**src/rtl/fp_normalize_round_pkg.sv**
```systemverilog
// Shared types and constants for the binary32 normalize/round stage.
package fp_pkg;

  localparam int EXP_W  = 8;
  localparam int MAN_W  = 26;
  localparam int FRAC_W = 23;
  localparam int BIAS   = 127;
  localparam logic [EXP_W-1:0] EXP_MAX = 8'hFF;

  typedef enum logic [1:0] {
    IDLE,
    NORM,
    ROUND,
    DONE
  } state_t;

  typedef struct packed {
    logic              sign;
    logic [EXP_W-1:0]  exp;
    logic [FRAC_W-1:0] frac;
  } fp32_t;

endpackage

```
**src/rtl/fp_normalize_round_if.sv**
```systemverilog
// Upstream/downstream handshake bundle of the normalize/round stage.
interface fp_normalize_round_if;
  import fp_pkg::*;

  logic              in_valid;
  logic              in_ready;
  logic              sign_in;
  logic [EXP_W-1:0]  exp_in;
  logic [MAN_W-1:0]  mantis_in;
  logic              loss_in;
  logic              operator_in;
  logic              out_valid;
  logic              out_ready;
  logic [31:0]       result;
  logic              overflow;
  logic              inexact;
  logic              busy;

  modport master (
    output in_valid, sign_in, exp_in, mantis_in, loss_in, operator_in, out_ready,
    input  in_ready, out_valid, result, overflow, inexact, busy
  );

  modport slave (
    input  in_valid, sign_in, exp_in, mantis_in, loss_in, operator_in, out_ready,
    output in_ready, out_valid, result, overflow, inexact, busy
  );

endinterface

```
**src/rtl/fp_normalize_round_rne.sv**
```systemverilog
// Round-to-nearest-even of a normalized (or denormal) 24-bit significand plus guard.
module fp_round_rne
  import fp_pkg::*;
(
  input  logic [MAN_W-2:0]  mant,
  input  logic              sticky,
  input  logic signed [9:0] exp,
  output logic [FRAC_W-1:0] frac,
  output logic [EXP_W-1:0]  exp_adj,
  output logic              overflow,
  output logic              inexact
);

  logic              guard;
  logic              lsb;
  logic              inc;
  logic [FRAC_W+1:0] sum;
  logic signed [9:0] exp_full;

  always_comb begin
    guard    = mant[0];
    lsb      = mant[1];
    inc      = guard & (sticky | lsb);
    sum      = {1'b0, mant[FRAC_W+1:1]} + {{(FRAC_W+1){1'b0}}, inc};
    exp_full = exp;
    // Carry past the hidden bit renormalizes; a denormal that gains its hidden bit becomes exp 1.
    if (sum[FRAC_W+1]) begin
      exp_full = exp + 10'sd1;
    end else if (exp == 10'sd0 && sum[FRAC_W]) begin
      exp_full = 10'sd1;
    end
    overflow = (exp_full >= 10'sd255);
    frac     = (sum[FRAC_W+1] || overflow) ? '0 : sum[FRAC_W-1:0];
    exp_adj  = overflow ? EXP_MAX : exp_full[EXP_W-1:0];
    inexact  = guard | sticky;
  end

endmodule

```
**src/rtl/fp_normalize_round.sv**
```systemverilog
// Iterative normalize + RNE round stage producing binary32; one operation in flight.
// FP_FLUSH_DENORM_EN: when defined, results with a zero exponent field flush to signed zero.
module fp_normalize_round
  import fp_pkg::*;
(
  input  logic                 clk,
  input  logic                 rst,
  fp_normalize_round_if.slave  bus
);

  state_t            state_reg, state_next;
  logic              sign_reg, sign_next;
  logic              op_reg, op_next;
  logic signed [9:0] exp_reg, exp_next;
  logic [MAN_W-1:0]  mant_reg, mant_next;
  logic              sticky_reg, sticky_next;
  logic              special_reg, special_next;
  fp32_t             result_reg, result_next;
  logic              overflow_reg, overflow_next;
  logic              inexact_reg, inexact_next;

  logic [FRAC_W-1:0] rnd_frac;
  logic [EXP_W-1:0]  rnd_exp;
  logic              rnd_overflow;
  logic              rnd_inexact;

  fp_round_rne u_round (
    .mant     (mant_reg[MAN_W-2:0]),
    .sticky   (sticky_reg),
    .exp      (exp_reg),
    .frac     (rnd_frac),
    .exp_adj  (rnd_exp),
    .overflow (rnd_overflow),
    .inexact  (rnd_inexact)
  );

  always_ff @(posedge clk) begin
    if (rst) begin
      state_reg    <= IDLE;
      sign_reg     <= 1'b0;
      op_reg       <= 1'b0;
      exp_reg      <= '0;
      mant_reg     <= '0;
      sticky_reg   <= 1'b0;
      special_reg  <= 1'b0;
      result_reg   <= '0;
      overflow_reg <= 1'b0;
      inexact_reg  <= 1'b0;
    end else begin
      state_reg    <= state_next;
      sign_reg     <= sign_next;
      op_reg       <= op_next;
      exp_reg      <= exp_next;
      mant_reg     <= mant_next;
      sticky_reg   <= sticky_next;
      special_reg  <= special_next;
      result_reg   <= result_next;
      overflow_reg <= overflow_next;
      inexact_reg  <= inexact_next;
    end
  end

  always_comb begin
    state_next    = state_reg;
    sign_next     = sign_reg;
    op_next       = op_reg;
    exp_next      = exp_reg;
    mant_next     = mant_reg;
    sticky_next   = sticky_reg;
    special_next  = special_reg;
    result_next   = result_reg;
    overflow_next = overflow_reg;
    inexact_next  = inexact_reg;

    case (state_reg)
      IDLE: begin
        if (bus.in_valid) begin
          state_next   = NORM;
          sign_next    = bus.sign_in;
          op_next      = bus.operator_in;
          exp_next     = $signed({2'b00, bus.exp_in});
          mant_next    = bus.mantis_in;
          sticky_next  = bus.loss_in;
          special_next = 1'b0;
        end
      end
      NORM: begin
        if (exp_reg == 10'sd255) begin
          special_next = 1'b1;
          state_next   = ROUND;
        end else if (mant_reg == '0) begin
          // Exact cancellation of a subtraction yields +0.
          sign_next  = op_reg ? 1'b0 : sign_reg;
          exp_next   = '0;
          state_next = ROUND;
        end else if (mant_reg[MAN_W-1]) begin
          mant_next   = {1'b0, mant_reg[MAN_W-1:1]};
          sticky_next = sticky_reg | mant_reg[0];
          exp_next    = exp_reg + 10'sd1;
          state_next  = ROUND;
        end else if (mant_reg[MAN_W-2]) begin
          state_next = ROUND;
        end else if (exp_reg <= 10'sd1) begin
          exp_next   = '0;
          state_next = ROUND;
        end else begin
          mant_next = {mant_reg[MAN_W-2:0], 1'b0};
          exp_next  = exp_reg - 10'sd1;
        end
      end
      ROUND: begin
        state_next = DONE;
        if (special_reg) begin
          result_next.sign = sign_reg;
          result_next.exp  = EXP_MAX;
          result_next.frac = mant_reg[FRAC_W:1];
          overflow_next    = 1'b0;
          inexact_next     = 1'b0;
        end else begin
          result_next.sign = sign_reg;
          result_next.exp  = rnd_exp;
          result_next.frac = rnd_frac;
          overflow_next    = rnd_overflow;
          inexact_next     = rnd_inexact;
`ifdef FP_FLUSH_DENORM_EN
          if (!rnd_overflow && rnd_exp == '0) begin
            result_next.exp  = '0;
            result_next.frac = '0;
            inexact_next     = rnd_inexact | (mant_reg != '0);
          end
`else
`endif
        end
      end
      DONE: begin
        if (bus.out_ready) begin
          state_next = IDLE;
        end
      end
      default: state_next = IDLE;
    endcase
  end

  assign bus.in_ready  = (state_reg == IDLE);
  assign bus.out_valid = (state_reg == DONE);
  assign bus.busy      = (state_reg != IDLE);
  assign bus.result    = result_reg;
  assign bus.overflow  = overflow_reg;
  assign bus.inexact   = inexact_reg;

endmodule
```
**src/flat_wrapper.sv**
```systemverilog
// flat-port wrapper written by rule: the top's interface ports become plain ports
module fp_normalize_round_flat import fp_pkg::*;
  (clk, rst, bus_in_valid, bus_sign_in, bus_exp_in, bus_mantis_in, bus_loss_in, bus_operator_in, bus_out_ready, bus_in_ready, bus_out_valid, bus_result, bus_overflow, bus_inexact, bus_busy);
  fp_normalize_round_if bus_i ();
  input  logic clk;
  input  logic rst;
  input wire logic [$bits(bus_i.in_valid)-1:0] bus_in_valid;
  input wire logic [$bits(bus_i.sign_in)-1:0] bus_sign_in;
  input wire logic [$bits(bus_i.exp_in)-1:0] bus_exp_in;
  input wire logic [$bits(bus_i.mantis_in)-1:0] bus_mantis_in;
  input wire logic [$bits(bus_i.loss_in)-1:0] bus_loss_in;
  input wire logic [$bits(bus_i.operator_in)-1:0] bus_operator_in;
  input wire logic [$bits(bus_i.out_ready)-1:0] bus_out_ready;
  output wire logic [$bits(bus_i.in_ready)-1:0] bus_in_ready;
  output wire logic [$bits(bus_i.out_valid)-1:0] bus_out_valid;
  output wire logic [$bits(bus_i.result)-1:0] bus_result;
  output wire logic [$bits(bus_i.overflow)-1:0] bus_overflow;
  output wire logic [$bits(bus_i.inexact)-1:0] bus_inexact;
  output wire logic [$bits(bus_i.busy)-1:0] bus_busy;
  assign bus_i.in_valid = bus_in_valid;
  assign bus_i.sign_in = bus_sign_in;
  assign bus_i.exp_in = bus_exp_in;
  assign bus_i.mantis_in = bus_mantis_in;
  assign bus_i.loss_in = bus_loss_in;
  assign bus_i.operator_in = bus_operator_in;
  assign bus_i.out_ready = bus_out_ready;
  assign bus_in_ready = bus_i.in_ready;
  assign bus_out_valid = bus_i.out_valid;
  assign bus_result = bus_i.result;
  assign bus_overflow = bus_i.overflow;
  assign bus_inexact = bus_i.inexact;
  assign bus_busy = bus_i.busy;
  fp_normalize_round u_core (.clk(clk), .rst(rst), .bus(bus_i));
endmodule
```
**config.mk**
```make
export PLATFORM = sky130hd
export DESIGN_NAME = fp_normalize_round_flat
export DESIGN_NICKNAME = d
export VERILOG_FILES = /design/src/rtl/fp_normalize_round_pkg.sv /design/src/rtl/fp_normalize_round_if.sv /design/src/rtl/fp_normalize_round_rne.sv /design/src/rtl/fp_normalize_round.sv /design/src/flat_wrapper.sv
export SDC_FILE = /design/constraint.sdc
export NUM_CORES = 1
export LEC_CHECK = 0
export CORE_MARGIN = 5
export CORE_UTILIZATION = 55
export DETAILED_ROUTE_END_ITERATION = 12
export GPL_TIMING_DRIVEN = 0
export PLACE_DENSITY_LB_ADDON = 0.08
export SYNTH_ARGS = -nofsm -noshare
export SYNTH_HDL_FRONTEND = slang
export SYNTH_SLANG_ARGS = --single-unit
```
**constraint.sdc**
```tcl
create_clock -name clk -period 3.7 [get_ports clk]
set_input_delay 0.555 -clock clk [delete_from_list [all_inputs] [get_ports clk]]
set_output_delay 0.555 -clock clk [all_outputs]
set_load 0.01 [all_outputs]
```
==> impl_results.md <==
- Outcome: completed
- TNS Setup: 0 ps
- Slew of the pin with the lowest slew margin: just under 1000 ps
- Synth top area cells: dfxtp_1 31%, nor2_1 7.6%, a21oi_1 5.3%, nor3_1 4.4%, clkbuf_1 4.1%
- Seq/Total Area, Yosys: between 30% and 40%
- CTS clk-pin slew, worst paths: approximately 90 ps
- Largest net degree at the start of global routing: 14
- Iteration-0 DRC count of the detailed router: approximately 500
- Max-slew violation count: 0
- Peak VDD IR: about 0.00047 V
- Syn Inst Count: ~660
- Vias in the first global route: 5119
- DPL Wire Length: 11400 um
- Port Buf Inserts: between 70 and 80
- Tcrit/Tclk final: between 90% and 100%
- First-pass DRT Iterations: 6
- Number of synthesized flops with an enable pin: 0
- DR DRC count: 0
- Post-CTS setup buffers: 0
- Clock Latency Late Sink: ~350 ps
- Unrepaired setup endpoints after global routing: false
- Antenna fix cells: 0
- Fmax: just under 300 MHz
- Critical-path top delay cell: nor3b_1
- Synth warn: 0
- Avg Inst Size Synth: 7.53 um^2
- DR vias: 5473
- Worst slew margin: a little over a third
- Crit path max fanout: 10
- Worst path cell trace: clkbuf_1, inv_1, ha_1, nor3b_1, nand4_1, a211oi_1, nor3_1, a2111o_1, nand2_2, buf_4, o31ai_1
- First-pass GRT wire length: around 25000 um
- Minimum clock period: approximately 3400 ps
- H-Tree Depth: 3
- CTS tree: yes
- Prevailing post-synth register cell: dfxtp_1
- Synth Cell Area: 4940 um^2
- Post-CTS Resized: 0
- Hold Path Class: reg2reg
- Gr usage total: between 20% and 30%
- Setup crit start kind: register
- Post-Route WL: about 15000 um
- Initial antenna violation count: 0
- Hold Vio Cnt, Final: 0
- Max cap viols: 0
- Synthesis-to-layout area growth: 22.2%
- Asr flop ratio synth: 0%
- Lkg Pwr: 0.00208 uW
- ANT nets after route: 0
- Post-synth top area share: a little under a third
- Required @ worst endpoint: around 3900 ps
- Mean number of vias per cell: around 6.4
- Clock Tree Root: clkbuf_8
- Dpl cells: about 840
- Clock Sinks: 76
- Final Non-Filler Cells: ~860
- Total power: ~4700 uW
- Die H: 105 um
- Cell taking the most area after synthesis: dfxtp_1
- FF+latch count, synth: 76
- Layout Nets: slightly below 800
- Total CTS buffers: 9
- Deepest clock path buffer count: 2
- Pwr dens: ~790 nW/um^2
- Die footprint: between 10000 and 15000 um^2
- Num rows: 34
- Core area: a little under 9000 um^2
- Layout cell share with drive strength beyond 1: around 6.6%
- Max reg flops: 32
- Syn_nets: 705
- Distinct cells, synth: 67
- Crit path DAT: 3600 ps
- Initial core utilization: 56.6%
- CP endpoint kind: register
- Final Wtd Congestion: 0.979
- Hold Buf Count CTS: 0
- Die X: ~100 um
- Final setup vio count: 0
- Critical path start-end classification: reg2reg
- Gr ovfl total: 0
- Crit-path max cell delay: just over 700 ps
- I/O pin count: slightly below 80
- Skew final: 13.7 ps
- Wire per inst: about 18 um
==> path summary, 6_finish.rpt <==
check	start	endpoint	slack [ps]	cells past startpoint
max reg2reg	u_core.exp_reg[0]$_SDFFE_PP0P_	u_core.bus.result[16]$_SDFFE_PP0P_	330	11
max	u_core.exp_reg[0]$_SDFFE_PP0P_	u_core.bus.result[16]$_SDFFE_PP0P_	330	11
min reg2reg	u_core.op_reg$_SDFFE_PP0P_	u_core.op_reg$_SDFFE_PP0P_	470	2
min	u_core.op_reg$_SDFFE_PP0P_	u_core.op_reg$_SDFFE_PP0P_	470	2
==> power breakdown <==
group,leakage [uW],internal [uW],switching (uW)
registers,0.000620,1040,177
logic,0.00138,1050,1840
clock network,0.0000873,308,328
total,0.00208,2400,2350
==> layer usage <==
| metal | vias to the layer above | GRT usage, % | wire, um |
|---|---|---|---|
| li1 | 2581 | - | - |
| met1 | 2553 | 39.4 | 6750 |
| met2 | 305 | 41.5 | 6700 |
| met3 | 34 | 4.93 | 1510 |
| met4 | 0 | 8.86 | 369 |
| met5 | - | 0 | 0 |
==> through the flow <==
stage | instance area (um^2) | hold WS, ps | util (%) | setup slack, ps
after floorplan | 4940 | 436 | - | 947
after global placement | 5840 | 446 | 67.0 | 404
after detailed placement | 5840 | 453 | 67.0 | 366
after CTS | 6030 | 467 | 69.2 | 349
after global routing | 6030 | 501 | 69.2 | 79.7
final | 6030 | 469 | 69.2 | 327
==> final cells by class <==
class / instances / area, um^2
Clock buffer: 9 / 124
Buffer: 71 / 289
Timing Repair Buffer: 77 / 771
Sequential cell: 76 / 1520
Clock inverter: 6 / 66.3
Fill cell: 803 / 2690
Inverter: 17 / 63.8
Multi-Input combinational cell: 492 / 3060
Tap cell: 108 / 135
==> cells in the mapped netlist, drive strengths merged (7+ instances only) <==
cell type  instances
xor2              13
a211oi            13
dfxtp             76
buf               17
o21ai             14
ha                 8
nand3             18
o31ai             19
a221oi            22
a21oi             52
nand4             13
nor3              44
nor2             100
inv               17
a32oi             12
nand2             36
nor2b              7
xnor2             20
clkbuf            54
nor4              13
==> critical path: cells and delay by family, from the launching register on <==
| family | cells | cell delay (ps) |
|---|---|---|
| adders and majority gates | 1 | 210 |
| DFF | 1 | 360 |
| buffers and inverters | 3 | 600 |
| AOI/OAI and AO/OA | 3 | 880 |
| and+or+nand+nor | 4 | 1180 |
==> cells in the final DEF, fill, tap and decap left out, types with 13 or more instances in the layout <==
| master | netlist | routed |
|---|---|---|
| clkbuf_1 | 54 | 54 |
| xnor2_1 | 20 | 20 |
| a221oi_1 | 22 | 22 |
| nor3_1 | 43 | 43 |
| clkdlybuf4s50_1 | 0 | 77 |
| o31ai_1 | 19 | 19 |
| nand3_1 | 18 | 18 |
| nor2_1 | 100 | 100 |
| nand2_1 | 35 | 35 |
| a21oi_1 | 52 | 52 |
| dfxtp_1 | 76 | 76 |
| inv_1 | 17 | 17 |
| xor2_1 | 13 | 13 |
==> logic make-up after synthesis <==
group | Yosys count | synth area share, %
AND/OR/NAND/NOR | 266 | 26.6
AO/OA/AOI/OAI | 179 | 26.3
buffers and inverters | 88 | 7.14
flip-flops | 76 | 30.8
XOR/XNOR | 33 | 5.85
adder cells (fa/ha/maj) | 8 | 2.03
multiplexers | 6 | 1.24
(Power assumes the default switching activity.)
==> RTL change, RTL diff (same settings) <==
Build with the macro `FP_FLUSH_DENORM_EN` defined.
--- a/src/rtl/fp_normalize_round.sv
+++ b/src/rtl/fp_normalize_round.sv
@@ -1,4 +1,6 @@
 // Iterative normalize + RNE round stage producing binary32; one operation in flight.
 // FP_FLUSH_DENORM_EN: when defined, results with a zero exponent field flush to signed zero.
+`define FP_FLUSH_DENORM_EN
+
 module fp_normalize_round
   import fp_pkg::*;
Formal check against the unedited RTL: not equivalent (a bounded check fails within 4 cycles, from zero or initial values and one cycle with rst high).
==> RTL change against the unedited design <==
- worst setup slack got worse by 0.22 ns
- die area grew 7.2%
- design area increased by 7.6%
- sequential cell count stayed put
- core utilization down 1.5 points
- worst hold slack hardly changed
- wire length increased by 26%
- synthesized area rose by 8.0%
- clock skew rose by 0.0015 ns
- power is 16% higher
- via count rose by 15%
- largest cell class unchanged
- largest power group unchanged
==> RTL change: results <==
{
  "ff2ff_setup_slack_ns": 0.11,
  "final_cells": 962,
  "worst_hold_slack_ns": 0.468,
  "dp_hpwl_mm": 14.1,
  "drive_gt1_frac": 0.0615,
  "powerComb_mw": 3.48,
  "grt.total_usage": 0.328,
  "pre_cts_ws_ns": -0.0910,
  "slowest_delay_ns": 0.47,
  "syn-mean-instance-area_um2": 7.22,
  "finish.utilization": 0.677,
  "status": "finished, final reports clean",
  "seq_cells": 76,
  "slowest_stage": "dfxtp_2",
  "leakagePower_nw": 2.20,
  "wl_mm": 19.4,
  "clkCellAreaFrac": 0.0306,
  "ys_seq_area_frac": 0.285,
  "signal_buffers": 154,
  "seq_share": 0.235,
  "n_all_inverters": 25,
  "synth.area.top_cells": "dfxtp_1, nor2_1, a211oi_1",
  "r2r-end": "u_core.bus.result[13]",
  "multi_input_gates": 558,
  "ir_drop_mv": 0.563,
  "io_buffers": 76,
  "multi_input_area_share": 0.527,
  "ctsResizeCount": 2,
  "grt_max_degree": 15,
  "r2r-start": "u_core.mant_reg[0]",
  "grt_pass1_vias": 5901,
  "p_sw_frac": 0.516,
  "initialDrtViolationCount": 837,
  "synth_nets": 787,
  "worst_pin_slew_ns": 0.875
}
==> RTL change: changes by cell type in the layout (fill, tap and decap cells not counted), moves of 8 or more <==
cell / change
nand2_1: +30
a211oi_1: +28
nor3_1: -24
a221oi_1: -22
a22oi_1: +22
xnor2_1: -16
o21ai_0: +14
o31ai_1: -11
a21oi_1: -10
nand3_1: +10
a311oi_1: +9
buf_1: +9
inv_1: +8
==> RTL change: worst min-delay path: stages (launching register included) <==
cell and delay, ns:
dfxtp_1 0.32, nand2_1 0.05, a21oi_1 0.05
==> RTL change: worst max path at each step <==
stage                                  endpoint  slack, ns  depth (start not counted)
after floorplan              u_core.bus.inexact       0.65                         11
after global placement    u_core.bus.result[13]       -0.1                         12
after detailed placement  u_core.bus.result[10]      -0.09                         12
after CTS                 u_core.bus.result[10]       0.01                         12
after global routing       u_core.bus.result[3]     -0.007                         12
final                     u_core.bus.result[13]       0.11                         12
==> RTL change: cells by family (layout without fill, tap and decap cells) <==
family | after synthesis | count (layout) | synth area share
mux | 8 | 8 | 0.0155
flops | 76 | 76 | 0.285
xor+xnor | 12 | 12 | 0.0197
fa+ha+maj | 8 | 8 | 0.0188
compound gates | 217 | 217 | 0.290
simple gates | 313 | 313 | 0.293
buf+inv | 104 | 195 | 0.0784
==> RTL change: stage by stage <==
stage	setup TNS, ns	total power [mW]
after floorplan	0	3.61
after global placement	-0.838	4.58
after detailed placement	-0.537	4.67
after CTS	0	5.35
after global routing	-0.00704	5.85
final	0	5.49
==> RTL change: per-layer routing <==
metal  routed length (µm)  global-route usage  vias up  share of wire
met5                    0                   0        -              0
met4                  501               0.113        0          0.026
met3                 2300              0.0699       50           0.12
met2                 8240               0.490      434           0.43
met1                 8330               0.466     2933           0.43
li1                     -                   -     2889              -
